--- src/rtl/axi4_frame_reader.sv ---
// AXI4 read master that streams a stored RGB565 frame from DDR into the
// HDMI-side pixel FIFO. Fixed-length INCR bursts walk the frame and wrap back
// to the start at the end of each frame. A rising edge on frame_start
// restarts the walk at burst 0 once the in-flight burst has finished.
module axi4_frame_reader #(
   parameter int unsigned                AXI_ADDR_WIDTH   = 32,
   parameter int unsigned                AXI_DATA_WIDTH   = 64,
   parameter logic [AXI_ADDR_WIDTH-1:0]  FRAME_BASE_ADDR  = 32'h0100_0000,
   parameter int unsigned                BURST_LEN        = 64,
   parameter int unsigned                BURSTS_PER_FRAME = 300
) (
   input  logic                      clk_100Mhz,
   input  logic                      rst,
   input  logic                      enable,
   input  logic                      frame_start,
   input  logic                      fifo_prog_full,
   output logic [AXI_ADDR_WIDTH-1:0] ARADDR,
   output logic                      ARVALID,
   input  logic                      ARREADY,
   output logic [7:0]                ARLEN,
   output logic [2:0]                ARSIZE,
   output logic [1:0]                ARBURST,
   output logic [3:0]                ARCACHE,
   output logic [2:0]                ARPROT,
   input  logic [AXI_DATA_WIDTH-1:0] RDATA,
   input  logic [1:0]                RRESP,
   input  logic                      RLAST,
   input  logic                      RVALID,
   output logic                      RREADY,
   output logic [AXI_DATA_WIDTH-1:0] pix_data,
   output logic                      pix_valid,
   output logic                      frame_end,
   output logic                      rd_err,
   output logic [1:0]                state,
   output logic [8:0]                burst_idx
);

   typedef enum logic [1:0] {
      IDLE      = 2'd0,
      ADDR_SEND = 2'd1,
      DATA_RECV = 2'd2,
      NEXT      = 2'd3
   } state_e;

   localparam int unsigned BEAT_W      = $clog2(BURST_LEN);
   // log2 of the bytes covered by one burst; the per-burst address stride
   localparam int unsigned BURST_SHIFT = $clog2(BURST_LEN * (AXI_DATA_WIDTH / 8));
   localparam logic [BEAT_W-1:0] LAST_BEAT  = BEAT_W'(BURST_LEN - 1);
   localparam logic [8:0]        LAST_BURST = 9'(BURSTS_PER_FRAME - 1);

   state_e                      state_q, state_d;
   logic [8:0]                  burst_idx_q, burst_idx_d;
   logic [AXI_ADDR_WIDTH-1:0]   araddr_q, araddr_d;
   logic [BEAT_W-1:0]           beat_cnt_q, beat_cnt_d;
   logic [AXI_DATA_WIDTH-1:0]   pix_data_q, pix_data_d;
   logic                        pix_valid_q, pix_valid_d;
   logic                        rd_err_q, rd_err_d;
   logic                        resync_pending_q, resync_pending_d;
   logic                        frame_start_q, frame_start_d;

   logic beat;
   logic last_burst;
   logic fs_rise;

   assign beat       = (state_q == DATA_RECV) && RVALID;
   assign last_burst = (burst_idx_q == LAST_BURST);
   assign fs_rise    = frame_start && !frame_start_q;

   // State register
   // NOTE: sequential state uses non-blocking assignments so every flop
   // samples the pre-edge values, independent of statement order.
   always_ff @(posedge clk_100Mhz) begin
      if (rst) state_q <= IDLE;
      else     state_q <= state_d;
   end

   // Next-state logic: a burst is only launched from IDLE, and only ends on RLAST
   // NOTE: every always_comb output gets a default first so no latch is inferred.
   always_comb begin
      state_d = state_q;
      case (state_q)
         IDLE:      if (enable && !fifo_prog_full && !resync_pending_q) state_d = ADDR_SEND;
         ADDR_SEND: if (ARREADY) state_d = DATA_RECV;
         DATA_RECV: if (beat && RLAST) state_d = NEXT;
         NEXT:      state_d = IDLE;
         default:   state_d = IDLE;
      endcase
   end

   // Moore outputs decoded from the current state
   always_comb begin
      ARVALID   = (state_q == ADDR_SEND);
      RREADY    = (state_q == DATA_RECV);
      frame_end = (state_q == NEXT) && last_burst;
   end

   // Datapath: burst address/index, beat forwarding, error and resync tracking
   always_comb begin
      burst_idx_d      = burst_idx_q;
      araddr_d         = araddr_q;
      beat_cnt_d       = beat_cnt_q;
      pix_data_d       = pix_data_q;
      pix_valid_d      = 1'b0;
      rd_err_d         = rd_err_q;
      resync_pending_d = resync_pending_q;
      frame_start_d    = frame_start;
      case (state_q)
         IDLE: begin
            araddr_d   = FRAME_BASE_ADDR + (AXI_ADDR_WIDTH'(burst_idx_q) << BURST_SHIFT);
            beat_cnt_d = '0;
            if (resync_pending_q) begin
               burst_idx_d      = '0;
               resync_pending_d = 1'b0;
            end
         end
         DATA_RECV: begin
            if (beat) begin
               pix_data_d  = RDATA;
               pix_valid_d = 1'b1;
               beat_cnt_d  = beat_cnt_q + 1'b1;
               // Bad response or a burst length mismatch in either direction
               if (RRESP != 2'b00)                       rd_err_d = 1'b1;
               if (RLAST != (beat_cnt_q == LAST_BEAT))   rd_err_d = 1'b1;
            end
         end
         NEXT: burst_idx_d = last_burst ? 9'd0 : burst_idx_q + 1'b1;
         default: ;
      endcase
      // A new frame_start edge outranks the clear in IDLE so it is never lost
      if (fs_rise) resync_pending_d = 1'b1;
   end

   // Datapath registers
   always_ff @(posedge clk_100Mhz) begin
      if (rst) begin
         burst_idx_q      <= '0;
         araddr_q         <= FRAME_BASE_ADDR;
         beat_cnt_q       <= '0;
         pix_data_q       <= '0;
         pix_valid_q      <= 1'b0;
         rd_err_q         <= 1'b0;
         resync_pending_q <= 1'b0;
         frame_start_q    <= 1'b0;
      end else begin
         burst_idx_q      <= burst_idx_d;
         araddr_q         <= araddr_d;
         beat_cnt_q       <= beat_cnt_d;
         pix_data_q       <= pix_data_d;
         pix_valid_q      <= pix_valid_d;
         rd_err_q         <= rd_err_d;
         resync_pending_q <= resync_pending_d;
         frame_start_q    <= frame_start_d;
      end
   end

   assign ARADDR    = araddr_q;
   assign ARLEN     = 8'(BURST_LEN - 1);
   assign ARSIZE    = 3'b011;
   assign ARBURST   = 2'b01;
   assign ARCACHE   = 4'b1111;
   assign ARPROT    = 3'b010;
   assign pix_data  = pix_data_q;
   assign pix_valid = pix_valid_q;
   assign rd_err    = rd_err_q;
   assign state     = state_q;
   assign burst_idx = burst_idx_q;

endmodule

--- config.mk ---
export PLATFORM = sky130hd
export DESIGN_NAME = axi4_frame_reader
export DESIGN_NICKNAME = d
export VERILOG_FILES = /design/src/rtl/axi4_frame_reader.sv
export SDC_FILE = /design/constraint.sdc
export NUM_CORES = 1
export LEC_CHECK = 0
export ABC_AREA = 1
export BUFFER_PORTS_ARGS = -buffer_cell sky130_fd_sc_hd__clkbuf_2
export CAP_MARGIN = 15
export CORE_MARGIN = 10
export CORE_UTILIZATION = 41
export CTS_BUF_LIST = sky130_fd_sc_hd__clkbuf_16
export CTS_CLUSTER_SIZE = 8
export DETAILED_ROUTE_END_ITERATION = 12
export PLACE_DENSITY = 0.77
export SLEW_MARGIN = 20
export SYNTH_ARGS = -nofsm -noshare
export SYNTH_HDL_FRONTEND = slang
export SYNTH_SLANG_ARGS = --single-unit
--- constraint.sdc ---
create_clock -name clk_100Mhz -period 1.5 [get_ports clk_100Mhz]
set_input_delay 0.3 -clock clk_100Mhz [delete_from_list [all_inputs] [get_ports clk_100Mhz]]
set_output_delay 0.3 -clock clk_100Mhz [all_outputs]
set_load 0.01 [all_outputs]
======== After elaboration in Yosys (flattened, before gate mapping) ========
Cells that the tools add are included.
storage, ports and cells
  register bits after elaboration ......... 117
cells by class
  add/subtract/negate cells ............... 3
  equality and inequality tests ........... 11
  muxes and demuxes ....................... 14
  bitwise gates (word level) .............. 1
  reduce and logical (&&, ||, !) cells .... 21
operators with widths
  cell                                                   number
  adder 25 x 18 -> 26 bit, first input constant          1
  2-to-1 mux 9 bit                                       2
  one-hot mux 9 bit (2 select lines)                     1
  one-hot mux 6 bit (2 select lines)                     1
  nonzero test 2 bit                                     5
  adder 9 x 1 -> 9 bit, second input constant            1
  == test 9 bit, second input constant                   1
  one-hot mux 2 bit (4 select lines)                     1
  adder 6 x 1 -> 6 bit, second input constant            1
  == test 6 bit, second input constant                   1
  logical AND 1 bit                                      6
  2-to-1 mux 2 bit                                       3
  2-to-1 mux 6 bit                                       1
  inequality test 2 x 1 -> 1 bit, second input constant  3
  AND reduction 2 bit                                    3
  AND reduction 3 bit                                    2
  2-to-1 mux 1 bit                                       5
  == test 2 bit, second input constant                   2
  inequality test 2 bit, second input constant           2
  logical NOT 1 bit                                      3
  == test 2 x 1 -> 1 bit, second input constant          1
  logical NOT 2 bit                                      1
  OR reduction 2 bit                                     1
  inequality test 1 bit                                  1
  inverter 1 bit                                         1

======== Longest topological paths before layout ========
Gate-level depths: netlist of run 1.
  word-level depth ........................ 5
  mapped depth ............................ 11
  mapped depth without buffers ............ 10

======== Worst setup path before layout of run 1 ========
OpenSTA, ideal clock, no wires.
  path kind ............................... reg2reg
  start point ............................. reg state_q[0], in the netlist state[0]
  end point ............................... reg pix_data_q[15], in the netlist pix_data[15]
  arrival ................................. 1465 ps
  slack ................................... -81 ps
  cell stages (with the launch flop) ...... 9
  buffers on the path ..................... 2
  path through ............................ dfxtp_1 inv_1 ha_1 nand2_1 clkinv_1 buf_2 buf_2 nor2_1 nor2_1
between the ends
  cells in the longest elaborated chain, start to end .. 3
RTL lines
  element                          line  RTL
  start: declaration               51    state_e state_q, state_d;
  start signal: assignment         74    else state_q <= state_d;
  == test 2 bit *                  -
  via RREADY                       29    output logic RREADY,
  logical AND 1 bit                65    assign beat = (state_q == DATA_RECV) && RVALID;
  AND reduction 2 bit (no line) *  -
  end signal: assignment           148   pix_data_q <= pix_data_d;
  end: declaration                 55    logic [AXI_DATA_WIDTH-1:0] pix_data_q, pix_data_d;
The timed path passes the listed nets; every way through them passes the cells marked *.
A chain may end at the register's enable or synchronous reset.

======== Worst setup path in the final report of run 1 ========
  start point ............................. reg burst_idx_q[0], in the netlist burst_idx[0]
  end point ............................... out frame_end
between the ends
  cells in the longest elaborated chain, start to end .. 2
RTL lines
  element                   line  RTL
  start: declaration        52    logic [8:0] burst_idx_q, burst_idx_d;
  start signal: assignment  145   burst_idx_q <= burst_idx_d;
  == test 9 bit             66    assign last_burst = (burst_idx_q == LAST_BURST);
  logical AND 1 bit         94    frame_end = (state_q == NEXT) && last_burst;
  end: declaration          32    output logic frame_end,
No other way between the ends.

==> impl_results.html, run 1 <==
<table>
<tr><th>Metric</th><th>Value</th></tr>
<tr><th colspan="2">Clock network</th></tr>
<tr><td>CTS root buf</td><td>sky130_fd_sc_hd__clkbuf_16</td></tr>
<tr><td>Clock-pin slew on the worst setup and hold paths</td><td>0.07 ns</td></tr>
<tr><td>Quantity of hold-fixing buffers added after cts</td><td>0</td></tr>
<tr><td>Level count of the clock H-tree</td><td>3</td></tr>
<tr><td>TritonCTS clock tree</td><td>yes</td></tr>
<tr><td>Clk buf depth</td><td>2</td></tr>
<tr><td>Number of buffers added by the clock tree synthesis step</td><td>9</td></tr>
<tr><td>Number of sinks driven by the clock tree</td><td>94</td></tr>
<tr><td>Worst skew pair latency</td><td>0.33 ns</td></tr>
<tr><th colspan="2">Floorplan</th></tr>
<tr><td>Row cnt</td><td>35</td></tr>
<tr><td>Vert. Die Dim</td><td>118 µm</td></tr>
<tr><td>Floorplan die width</td><td>118 µm</td></tr>
<tr><td>Top Ports</td><td>206</td></tr>
<tr><td>Total core area</td><td>9280 µm²</td></tr>
<tr><td>Initial core utilization</td><td>42.2%</td></tr>
<tr><td>Die Outline Area</td><td>13900 µm²</td></tr>
<tr><th colspan="2">Drt</th></tr>
<tr><td>Via count</td><td>3802</td></tr>
<tr><td>Remaining design rule violation count</td><td>0</td></tr>
<tr><td>Routed Wire Length</td><td>12000 µm</td></tr>
<tr><td>Routed via count divided by cell count</td><td>4.60</td></tr>
<tr><td>Violation count after the first detailed-routing iteration</td><td>254</td></tr>
<tr><td>Detail-routed net length per standard cell</td><td>14.5 µm</td></tr>
<tr><td>Final ANT Viol Nets</td><td>0</td></tr>
<tr><td>Number of detailed-routing iterations run before antenna repair</td><td>4</td></tr>
<tr><th colspan="2">Critical path</th></tr>
<tr><td>Startpoint type of the worst setup path</td><td>register</td></tr>
<tr><td>Source of the critical timing path</td><td>burst_idx[0]</td></tr>
<tr><td>Worst reg2reg startpoint</td><td>state[0]</td></tr>
<tr><td>Maximum fanout count along the critical path</td><td>2</td></tr>
<tr><td>Cells on worst reg2reg path</td><td>9</td></tr>
<tr><td>Worst Path Arrival</td><td>1.32 ns</td></tr>
<tr><td>Worst Setup EP</td><td>frame_end</td></tr>
<tr><td>Data required time of the worst path</td><td>1.20 ns</td></tr>
<tr><td>Setup crit end kind</td><td>output pin</td></tr>
<tr><td>Critical path class</td><td>register to output pin</td></tr>
<tr><td>Reg-to-reg endpoint</td><td>burst_idx[0]</td></tr>
<tr><td>Worst R2R Setup Slack</td><td>-0.04 ns</td></tr>
<tr><th colspan="2">STA</th></tr>
<tr><td>Endpoints failing setup</td><td>2</td></tr>
<tr><td>Worst Setup Slack, final</td><td>-0.115 ns</td></tr>
<tr><td>Achievable frequency</td><td>619 MHz</td></tr>
<tr><td>Final min period</td><td>1.62 ns</td></tr>
<tr><td>RSZ-0062 raised after global routing</td><td>true</td></tr>
<tr><td>Post-route clock period utilization</td><td>108%</td></tr>
<tr><td>Final worst clock skew</td><td>0.0116 ns</td></tr>
<tr><td>Final-report max-slew violation count</td><td>0</td></tr>
<tr><td>Total Negative Setup Slacks</td><td>-0.157 ns</td></tr>
<tr><td>Final hold violation count</td><td>0</td></tr>
<tr><td>Worst hold slack</td><td>0.213 ns</td></tr>
<tr><th colspan="2">Final layout</th></tr>
<tr><td>Filler Cell Count</td><td>874</td></tr>
<tr><td>Post-route cell area</td><td>5300 µm²</td></tr>
<tr><td>Fraction of final layout cells with drive strength greater than 1</td><td>33.2%</td></tr>
<tr><td>Most common cell after layout, fill and taps aside</td><td>sky130_fd_sc_hd__clkbuf_2</td></tr>
<tr><td>Nets@finish</td><td>773</td></tr>
<tr><td>Antenna diode count</td><td>0</td></tr>
<tr><td>Top library cells by usage in the layout, fill and taps aside</td><td>160 x sky130_fd_sc_hd__clkbuf_2, 149 x sky130_fd_sc_hd__nor2_1, 88 x sky130_fd_sc_hd__dfxtp_1</td></tr>
<tr><td>Multi-input gate area</td><td>1730 µm²</td></tr>
<tr><td>Final non-filler cell total</td><td>827</td></tr>
<tr><td>Relative area change from synthesis to final layout</td><td>35.3%</td></tr>
<tr><td>Total area of sequential cells</td><td>1890 µm²</td></tr>
<tr><th colspan="2">Yosys</th></tr>
<tr><td>Number of enable flip-flop cells after synthesis</td><td>0</td></tr>
<tr><td>Post-Synthesis Cells</td><td>521</td></tr>
<tr><td>Netlist area before placement</td><td>3920 µm²</td></tr>
<tr><td>Synthesis Warnings</td><td>0</td></tr>
<tr><td>Post-synth ARST share</td><td>0%</td></tr>
<tr><td>Number of distinct standard cells referenced by the synthesized netlist</td><td>26</td></tr>
<tr><td>Number of storage elements in the synthesis netlist</td><td>94</td></tr>
<tr><td>Synthesized area divided by synthesized cell count</td><td>7.52 µm²</td></tr>
<tr><td>Main synth FF type</td><td>sky130_fd_sc_hd__dfxtp_1</td></tr>
<tr><td>Post-synthesis sequential area ratio</td><td>48.0%</td></tr>
<tr><th colspan="2">Status</th></tr>
<tr><td>Status</td><td>finished with violations</td></tr>
<tr><td>Failing checks</td><td>setup timing</td></tr>
<tr><th colspan="2">Pwr</th></tr>
<tr><td>Cell Pwr Density</td><td>1420 nW/µm²</td></tr>
<tr><td>Static power due to leakage</td><td>0.00248 µW</td></tr>
<tr><td>Maximum resistive drop on vdd</td><td>0.823 mV</td></tr>
<tr><th colspan="2">Place</th></tr>
<tr><td>Number of placed cells counting well taps</td><td>801</td></tr>
<tr><td>DP Wirelength</td><td>9020 µm</td></tr>
<tr><td>Placed cell areas</td><td>4810 µm²</td></tr>
<tr><td>GPL Wtd Cong</td><td>0.875</td></tr>
<tr><td>IO buf count</td><td>162</td></tr>
<tr><th colspan="2">Global routing</th></tr>
<tr><td>Gr ovfl total</td><td>0</td></tr>
<tr><td>Initial antenna violation count</td><td>0</td></tr>
<tr><td>Via count of the first global-routing pass</td><td>3708</td></tr>
<tr><td>Total routing resource utilization after global routing</td><td>15.8%</td></tr>
<tr><td>First-pass GRT wire length</td><td>18600 µm</td></tr>
<tr><td>Pin count of the biggest net entering global routing</td><td>45</td></tr>
<tr><th colspan="2">Hold path</th></tr>
<tr><td>Class of the worst hold path</td><td>input pin to register</td></tr>
<tr><th colspan="2">Run</th></tr>
<tr><td>Max-cap violations</td><td>0</td></tr>
</table>
==> kinds of logic after synthesis <==
| group | count (synthesis) | synth area share, % |
|---|---|---|
| adders and majority gates | 6 | 1.92 |
| AOI/OAI and AO/OA | 103 | 13.6 |
| buffers and inverters | 97 | 13.8 |
| other | 2 | 0.192 |
| xor gates and xnor gates | 3 | 0.671 |
| DFF | 94 | 48.0 |
| and+or+nand+nor | 216 | 21.7 |
==> critical path: stages, from the launching register on <==
cell and delay [ns]:
sky130_fd_sc_hd__dfxtp_2 0.35, sky130_fd_sc_hd__ha_4 0.14, sky130_fd_sc_hd__nand2_1 0.05, sky130_fd_sc_hd__nor3_1 0.12
sky130_fd_sc_hd__nand2_1 0.10, sky130_fd_sc_hd__nor2_1 0.09, sky130_fd_sc_hd__buf_2 0.14
==> repair_timing <==
item | 4_1_cts | 5_1_grt
endpoints found under the setup margin | 5 | 12
pin swaps | 1 | 6
setup buffers | 4 | 5
hold endpoints to repair | 0 | 0
cloned | 0 | 1
resized for setup | 6 | 30
==> through the flow <==
stage / util, % / worst slack, ns / total power, µW
final: 57.1 / -0.115 / 7540
after global routing: 57.1 / -0.232 / 7980
after CTS: 55.3 / -0.164 / 7410
after detailed placement: 51.8 / -0.0465 / 5190
after global placement: 51.8 / 0.0560 / 5080
after floorplan: - / 0.0226 / 4360
==> synth_stat cells (2+ instances only) <==
cell,instances,area (µm²)
sky130_fd_sc_hd__nand3_1,11,55.1
sky130_fd_sc_hd__nand2_1,46,173
sky130_fd_sc_hd__o21ai_0,85,425
sky130_fd_sc_hd__dfxtp_1,94,1880
sky130_fd_sc_hd__nor2_1,150,563
sky130_fd_sc_hd__inv_1,24,90.1
sky130_fd_sc_hd__ha_1,6,75.1
sky130_fd_sc_hd__nand4_1,4,25.0
sky130_fd_sc_hd__clkinv_1,2,7.51
sky130_fd_sc_hd__nor3_1,2,10.0
sky130_fd_sc_hd__conb_1,2,7.51
sky130_fd_sc_hd__clkbuf_1,20,75.1
sky130_fd_sc_hd__a21oi_1,14,70.1
sky130_fd_sc_hd__buf_4,43,323
sky130_fd_sc_hd__buf_2,5,25.0
sky130_fd_sc_hd__xor2_1,3,26.3
==> worst min-delay path by stage <==
stage	from	end	slack, ns	cells after the start
after floorplan	frame_start_q	resync_pending_q	0.39	1
after global placement	frame_start_q	resync_pending_q	0.41	1
after detailed placement	frame_start_q	resync_pending_q	0.42	1
after CTS	frame_start	frame_start_q	0.20	3
after global routing	RDATA[39]	pix_data[39]	0.20	3
final	frame_start	frame_start_q	0.21	3
==> per-layer routing <==
metal	global-route usage, %	part of all wire (%)	vias up
met3	6.04	9.4	6
met5	0	0	-
met1	17.4	39	1717
met4	3.63	0.43	0
li1	-	-	1914
met2	27.8	51	165
==> sequential cells by signal (all words and copies together), names as in the netlist <==
signal            cells
ARADDR                9
pix_valid             1
state                 2
resync_pending_q      1
frame_start_q         1
burst_idx             9
rd_err                1
pix_data             64
beat_cnt_q            6
==> area by class of cell <==
cell class	count	area share, %
clock buffer	9	4.25
clock inverter	7	1.04
inverter	28	2.17
multi-input combinational	371	32.6
sequential	94	35.7
tap	129	3.05
timing repair buffer	189	21.2
==> where the power goes <==
| part | total (µW) | switching, µW | internal [µW] |
|---|---|---|---|
| Sequential | 3080 | 203 | 2870 |
| Combinational | 2320 | 1340 | 982 |
| Clock | 2140 | 994 | 1150 |
| Total | 7540 | 2540 | 5000 |
No activity file was read; power rests on OpenSTA's default activity.
==> run 2: changes to the inputs <==
- SETUP_SLACK_MARGIN: not set -> 0.15
==> impl_results.html, run 2 (same netlist as run 1, synthesis figures left out) <==
<table>
<tr><th>Metric</th><th>Value</th></tr>
<tr><th colspan="2">Final layout</th></tr>
<tr><td>Antenna diode count</td><td>0</td></tr>
<tr><td>Largest register FFs</td><td>64</td></tr>
<tr><td>Top library cells by usage in the layout, fill and taps aside</td><td>159 x sky130_fd_sc_hd__clkbuf_2, 84 x sky130_fd_sc_hd__dfxtp_1, 84 x sky130_fd_sc_hd__nor2_1</td></tr>
<tr><td>Post-route cell area</td><td>6150 µm²</td></tr>
<tr><td>Nets@finish</td><td>789</td></tr>
<tr><td>Relative area change from synthesis to final layout</td><td>56.9%</td></tr>
<tr><td>Filler Cell Count</td><td>731</td></tr>
<tr><td>Most common cell after layout, fill and taps aside</td><td>sky130_fd_sc_hd__clkbuf_2</td></tr>
<tr><td>Core utilization of the finished layout</td><td>66.2%</td></tr>
<tr><td>Fraction of final layout cells with drive strength greater than 1</td><td>47.9%</td></tr>
<tr><th colspan="2">Drt</th></tr>
<tr><td>Violation count after the first detailed-routing iteration</td><td>290</td></tr>
<tr><td>Detail-routed net length per standard cell</td><td>16.5 µm</td></tr>
<tr><td>Routed via count divided by cell count</td><td>4.80</td></tr>
<tr><td>Routed Wire Length</td><td>13900 µm</td></tr>
<tr><td>Number of detailed-routing iterations run before antenna repair</td><td>5</td></tr>
<tr><td>Via count</td><td>4045</td></tr>
<tr><td>Final ANT Viol Nets</td><td>0</td></tr>
<tr><td>Remaining design rule violation count</td><td>0</td></tr>
<tr><th colspan="2">STA</th></tr>
<tr><td>Final worst clock skew</td><td>0.0113 ns</td></tr>
<tr><td>Post-route clock period utilization</td><td>109%</td></tr>
<tr><td>Worst Setup Slack, final</td><td>-0.133 ns</td></tr>
<tr><td>Achievable frequency</td><td>612 MHz</td></tr>
<tr><td>Endpoints failing setup</td><td>1</td></tr>
<tr><td>Worst hold slack</td><td>0.203 ns</td></tr>
<tr><td>Final min period</td><td>1.63 ns</td></tr>
<tr><td>Final-report max-slew violation count</td><td>0</td></tr>
<tr><td>Final hold violation count</td><td>0</td></tr>
<tr><td>RSZ-0062 raised after global routing</td><td>true</td></tr>
<tr><th colspan="2">Clock network</th></tr>
<tr><td>TritonCTS clock tree</td><td>yes</td></tr>
<tr><td>Level count of the clock H-tree</td><td>3</td></tr>
<tr><td>Clock-pin slew on the worst setup and hold paths</td><td>0.07 ns</td></tr>
<tr><td>Number of sinks driven by the clock tree</td><td>94</td></tr>
<tr><td>Clk buf depth</td><td>2</td></tr>
<tr><td>Number of buffers added by the clock tree synthesis step</td><td>9</td></tr>
<tr><td>CTS root buf</td><td>sky130_fd_sc_hd__clkbuf_16</td></tr>
<tr><td>Quantity of hold-fixing buffers added after cts</td><td>0</td></tr>
<tr><td>Worst skew pair latency</td><td>0.33 ns</td></tr>
<tr><th colspan="2">Global routing</th></tr>
<tr><td>Via count of the first global-routing pass</td><td>3734</td></tr>
<tr><td>Pin count of the biggest net entering global routing</td><td>53</td></tr>
<tr><td>First-pass GRT wire length</td><td>18900 µm</td></tr>
<tr><td>Total routing resource utilization after global routing</td><td>16.3%</td></tr>
<tr><td>Initial antenna violation count</td><td>0</td></tr>
<tr><td>Gr ovfl total</td><td>0</td></tr>
<tr><th colspan="2">Critical path</th></tr>
<tr><td>Kind of cell with the highest combined delay on the critical path</td><td>simple AND/OR/NAND/NOR gates</td></tr>
<tr><td>Critical path class</td><td>register to output pin</td></tr>
<tr><td>Worst Path Arrival</td><td>1.33 ns</td></tr>
<tr><td>Library cell contributing the largest single delay on the critical path</td><td>sky130_fd_sc_hd__dfxtp_2</td></tr>
<tr><td>List of cells traversed by the critical path</td><td>ha_4 -&gt; nand2_2 -&gt; nor3_2 -&gt; nand2_1 -&gt; nor2_2 -&gt; buf_2</td></tr>
<tr><td>Worst path bufs/invs</td><td>1</td></tr>
<tr><td>Maximum fanout count along the critical path</td><td>2</td></tr>
<tr><td>Data required time of the worst path</td><td>1.20 ns</td></tr>
<tr><td>Maximum single-stage delay on the critical path</td><td>0.35 ns</td></tr>
<tr><td>Startpoint type of the worst setup path</td><td>register</td></tr>
<tr><td>Setup crit end kind</td><td>output pin</td></tr>
<tr><th colspan="2">Pwr</th></tr>
<tr><td>Static power due to leakage</td><td>0.00281 µW</td></tr>
<tr><td>Maximum resistive drop on vdd</td><td>0.989 mV</td></tr>
<tr><td>Cell Pwr Density</td><td>1360 nW/µm²</td></tr>
<tr><th colspan="2">Floorplan</th></tr>
<tr><td>Row cnt</td><td>35</td></tr>
<tr><td>Floorplan die width</td><td>118 µm</td></tr>
<tr><td>Vert. Die Dim</td><td>118 µm</td></tr>
<tr><td>Initial core utilization</td><td>42.2%</td></tr>
<tr><td>Die Outline Area</td><td>13900 µm²</td></tr>
<tr><td>Top Ports</td><td>206</td></tr>
<tr><td>Total core area</td><td>9280 µm²</td></tr>
<tr><th colspan="2">Place</th></tr>
<tr><td>Worst slack, placed</td><td>0.0617 ns</td></tr>
<tr><td>IO buf count</td><td>162</td></tr>
<tr><td>Placed cell areas</td><td>4780 µm²</td></tr>
<tr><td>GPL Wtd Cong</td><td>0.836</td></tr>
<tr><td>DP Wirelength</td><td>8720 µm</td></tr>
<tr><th colspan="2">Hold path</th></tr>
<tr><td>Class of the worst hold path</td><td>input pin to register</td></tr>
<tr><th colspan="2">Run</th></tr>
<tr><td>Max-cap violations</td><td>0</td></tr>
<tr><th colspan="2">Status</th></tr>
<tr><td>Failing checks</td><td>setup timing</td></tr>
<tr><td>Status</td><td>finished with violations</td></tr>
</table>
-- run 2: final timing paths --
check | startpoint | endpoint | slack (ns) | cells after the start
hold reg to reg | frame_start_q | resync_pending_q | 0.42 | 1
hold / removal | RDATA[33] | pix_data[33] | 0.20 | 3
setup / recovery | burst_idx[0] | frame_end | -0.13 | 6
setup reg to reg | state[1] | burst_idx[8] | 0.01 | 10
-- run 2: where the power goes --
group	switching, µW	internal (µW)	total (µW)
Clock	966	1130	2090
Combinational	1670	1420	3090
Sequential	312	2880	3190
Total	2950	5420	8370
-- run 2: through the flow --
stage | instances | setup TNS (ns) | power [µW]
after floorplan | 562 | 0 | 4410
after global placement | 798 | 0 | 5060
after detailed placement | 798 | 0 | 5130
after CTS | 818 | -0.123 | 7410
after global routing | 843 | -0.538 | 8810
final | 843 | -0.133 | 8370
-- run 2: area by class of cell --
class / count / area, µm² / area share, %
Multi-Input combinational cell: 372 / 2240 / 36.5
Sequential cell: 94 / 1900 / 30.9
Timing Repair Buffer: 203 / 1410 / 23.0
Clock buffer: 9 / 225 / 3.66
Tap cell: 129 / 161 / 2.63
Inverter: 28 / 144 / 2.34
Clock inverter: 7 / 50.0 / 0.814
Timing Repair inverter: 1 / 11.3 / 0.183
-- run 2: worst register-to-register path: stages, from the launching register on --
cell and delay (ns):
sky130_fd_sc_hd__dfxtp_4 0.39, sky130_fd_sc_hd__buf_6 0.11, sky130_fd_sc_hd__inv_4 0.04, sky130_fd_sc_hd__ha_4 0.19
sky130_fd_sc_hd__o21ai_4 0.24, sky130_fd_sc_hd__inv_4 0.08, sky130_fd_sc_hd__nor2_4 0.12, sky130_fd_sc_hd__nand2_1 0.06
sky130_fd_sc_hd__nand2_1 0.05, sky130_fd_sc_hd__nand2_1 0.04, sky130_fd_sc_hd__nor2_1 0.10
-- run 2: routing by layer --
| layer | GRT usage, % | vias to the layer above | wire length [µm] |
|---|---|---|---|
| met3 | 5.66 | 16 | 1050 |
| met4 | 3.79 | 0 | 161 |
| met2 | 28.8 | 188 | 7140 |
| met5 | 0 | - | 0 |
| li1 | - | 1957 | - |
| met1 | 18.2 | 1884 | 5540 |
-- run 2: what timing repair did --
action,CTS,global route
hold endpoints to repair,0,0
setup buffers,2,13
pin swaps,9,90
cloned,2,12
resized for setup,31,199
endpoints found under the setup margin,18,50
==> run 3: changes to the inputs <==
- CORE_UTILIZATION: 41 -> 37
- PLACE_DENSITY: 0.77 -> 0.7
- SETUP_SLACK_MARGIN: 0.15 -> 0.02
==> impl_results.html, run 3 (same netlist as run 1, synthesis figures left out) <==
<table>
<tr><th>Metric</th><th>Value</th></tr>
<tr><th colspan="2">Final layout</th></tr>
<tr><td>Top library cells by usage in the layout, fill and taps aside</td><td>161 x sky130_fd_sc_hd__clkbuf_2, 150 x sky130_fd_sc_hd__nor2_1, 89 x sky130_fd_sc_hd__dfxtp_1</td></tr>
<tr><td>Largest register FFs</td><td>64</td></tr>
<tr><td>Nets@finish</td><td>771</td></tr>
<tr><td>Most common cell after layout, fill and taps aside</td><td>sky130_fd_sc_hd__clkbuf_2</td></tr>
<tr><td>Fraction of final layout cells with drive strength greater than 1</td><td>31.9%</td></tr>
<tr><td>Relative area change from synthesis to final layout</td><td>33.0%</td></tr>
<tr><td>Final non-filler cell total</td><td>832</td></tr>
<tr><td>Antenna diode count</td><td>0</td></tr>
<tr><th colspan="2">STA</th></tr>
<tr><td>Post-route clock period utilization</td><td>112%</td></tr>
<tr><td>Endpoints failing setup</td><td>1</td></tr>
<tr><td>RSZ-0062 raised after global routing</td><td>true</td></tr>
<tr><td>Total Negative Setup Slacks</td><td>-0.176 ns</td></tr>
<tr><td>Final worst clock skew</td><td>0.00699 ns</td></tr>
<tr><td>Final-report max-slew violation count</td><td>0</td></tr>
<tr><td>Worst Setup Slack, final</td><td>-0.176 ns</td></tr>
<tr><td>Final min period</td><td>1.68 ns</td></tr>
<tr><td>Final hold violation count</td><td>0</td></tr>
<tr><td>Achievable frequency</td><td>597 MHz</td></tr>
<tr><th colspan="2">Clock network</th></tr>
<tr><td>Worst skew pair latency</td><td>0.32 ns</td></tr>
<tr><td>Clk buf depth</td><td>2</td></tr>
<tr><td>Number of sinks driven by the clock tree</td><td>94</td></tr>
<tr><td>Level count of the clock H-tree</td><td>3</td></tr>
<tr><td>Number of buffers added by the clock tree synthesis step</td><td>9</td></tr>
<tr><td>Quantity of hold-fixing buffers added after cts</td><td>0</td></tr>
<tr><td>TritonCTS clock tree</td><td>yes</td></tr>
<tr><td>CTS root buf</td><td>sky130_fd_sc_hd__clkbuf_16</td></tr>
<tr><td>Clock-pin slew on the worst setup and hold paths</td><td>0.07 ns</td></tr>
<tr><th colspan="2">Pwr</th></tr>
<tr><td>Total internal power</td><td>4910 µW</td></tr>
<tr><td>Clk network pwr share</td><td>28.0%</td></tr>
<tr><td>Cell Pwr Density</td><td>1410 nW/µm²</td></tr>
<tr><td>P_sw</td><td>2430 µW</td></tr>
<tr><td>Combinational fraction of design power</td><td>30.2%</td></tr>
<tr><td>Maximum resistive drop on vdd</td><td>0.793 mV</td></tr>
<tr><td>Static power due to leakage</td><td>0.00246 µW</td></tr>
<tr><td>Share of total power consumed by net switching</td><td>33.1%</td></tr>
<tr><td>Reg power frac</td><td>41.8%</td></tr>
<tr><th colspan="2">Critical path</th></tr>
<tr><td>Library cell contributing the largest single delay on the critical path</td><td>sky130_fd_sc_hd__dfxtp_2</td></tr>
<tr><td>Worst path bufs/invs</td><td>1</td></tr>
<tr><td>Kind of cell with the highest combined delay on the critical path</td><td>simple AND/OR/NAND/NOR gates</td></tr>
<tr><td>Maximum single-stage delay on the critical path</td><td>0.36 ns</td></tr>
<tr><td>List of cells traversed by the critical path</td><td>ha_4 -&gt; nand2_1 -&gt; nor3_2 -&gt; nand2_1 -&gt; nor2_1 -&gt; clkbuf_2</td></tr>
<tr><td>Data required time of the worst path</td><td>1.20 ns</td></tr>
<tr><td>Startpoint type of the worst setup path</td><td>register</td></tr>
<tr><td>Critical path class</td><td>register to output pin</td></tr>
<tr><td>Top cell by count, worst path</td><td>sky130_fd_sc_hd__nand2_1</td></tr>
<tr><td>Worst R2R Setup Slack</td><td>0.09 ns</td></tr>
<tr><td>Maximum fanout count along the critical path</td><td>2</td></tr>
<tr><td>Worst Path Arrival</td><td>1.38 ns</td></tr>
<tr><td>Setup crit end kind</td><td>output pin</td></tr>
<tr><th colspan="2">Global routing</th></tr>
<tr><td>First-pass GRT wire length</td><td>17900 µm</td></tr>
<tr><td>Via count of the first global-routing pass</td><td>3733</td></tr>
<tr><td>Gr ovfl total</td><td>0</td></tr>
<tr><td>Initial antenna violation count</td><td>0</td></tr>
<tr><td>Pin count of the biggest net entering global routing</td><td>48</td></tr>
<tr><td>Total routing resource utilization after global routing</td><td>14.2%</td></tr>
<tr><th colspan="2">Hold path</th></tr>
<tr><td>Class of the worst hold path</td><td>input pin to register</td></tr>
<tr><th colspan="2">Place</th></tr>
<tr><td>GPL Wtd Cong</td><td>0.855</td></tr>
<tr><td>IO buf count</td><td>162</td></tr>
<tr><td>Worst slack, placed</td><td>-0.0255 ns</td></tr>
<tr><td>Number of placed cells counting well taps</td><td>812</td></tr>
<tr><td>DP Wirelength</td><td>9080 µm</td></tr>
<tr><th colspan="2">Floorplan</th></tr>
<tr><td>Initial core utilization</td><td>37.9%</td></tr>
<tr><td>Total core area</td><td>10300 µm²</td></tr>
<tr><td>Die Outline Area</td><td>15100 µm²</td></tr>
<tr><td>Row cnt</td><td>37</td></tr>
<tr><td>Floorplan die width</td><td>123 µm</td></tr>
<tr><td>Vert. Die Dim</td><td>123 µm</td></tr>
<tr><td>Top Ports</td><td>206</td></tr>
<tr><th colspan="2">Drt</th></tr>
<tr><td>Detail-routed net length per standard cell</td><td>13.9 µm</td></tr>
<tr><td>Via count</td><td>3797</td></tr>
<tr><td>Violation count after the first detailed-routing iteration</td><td>230</td></tr>
<tr><td>Routed Wire Length</td><td>11600 µm</td></tr>
<tr><td>Number of detailed-routing iterations run before antenna repair</td><td>4</td></tr>
<tr><td>Remaining design rule violation count</td><td>0</td></tr>
<tr><td>Routed via count divided by cell count</td><td>4.56</td></tr>
<tr><td>Final ANT Viol Nets</td><td>0</td></tr>
<tr><th colspan="2">Run</th></tr>
<tr><td>Max-cap violations</td><td>0</td></tr>
<tr><th colspan="2">Status</th></tr>
<tr><td>Status</td><td>finished with violations</td></tr>
<tr><td>Failing checks</td><td>setup timing</td></tr>
</table>
[run 3: path summary, 6_finish.rpt]
check                startpoint          endpoint  cells past startpoint
hold reg to reg   frame_start_q  resync_pending_q                      1
setup / recovery   burst_idx[0]         frame_end                      6
setup reg to reg       state[0]      burst_idx[6]                      8
hold / removal        RDATA[38]      pix_data[38]                      3
[run 3: final cells by class]
| cell class | count | area (µm²) |
|---|---|---|
| clock buffer | 9 | 225 |
| clock inverter | 7 | 42.5 |
| fill | 1023 | 5110 |
| inverter | 28 | 110 |
| multi-input combinational | 371 | 1710 |
| sequential | 94 | 1890 |
| tap | 136 | 170 |
| timing repair buffer | 187 | 1070 |
[run 3: metrics by stage]
step | hold WS (ns) | instance area [µm²] | util (%) | total power [µW]
6_report | 0.215 | 5210 | 50.5 | 7330
5_1_grt | 0.222 | 5210 | 50.5 | 7790
4_1_cts | 0.206 | 5150 | 49.8 | 7300
3_5_place_dp | 0.424 | 4820 | 46.7 | 5180
3_3_place_gp | 0.404 | 4820 | 46.7 | 5110
2_1_floorplan | 0.395 | 4080 | - | 4360
[run 3: worst min-delay path: cells and delay by family]
| kind | cells | cell delay (ns) |
|---|---|---|
| and+or+nand+nor | 1 | 0.07 |
| buffers and inverters | 1 | 0.07 |
| AOI/OAI and AO/OA | 1 | 0.07 |
[run 3: metal layers]
layer | vias to the layer above | track usage (%) | routed length, µm
met5 | - | 0 | 0
li1 | 1903 | - | -
met1 | 1729 | 16.0 | 4490
met4 | 0 | 3.09 | 107
met2 | 156 | 25.0 | 5720
met3 | 9 | 5.52 | 1250
[run 3: power by group through the flow]
stage	clock network, µW	logic [µW]	registers, µW
detailed placement	0	2060	3120
floorplan	0	1090	3280
CTS	2100	2120	3070
finish	2050	2210	3070
global placement	0	2020	3100
global route	2210	2470	3110
[run 3: what timing repair did]
| action | in CTS | in global routing |
|---|---|---|
| pin swaps | 0 | 4 |
| buffers inserted | 2 | 2 |
| endpoints found under the setup margin | 43 | 69 |
| resized for setup | 10 | 14 |
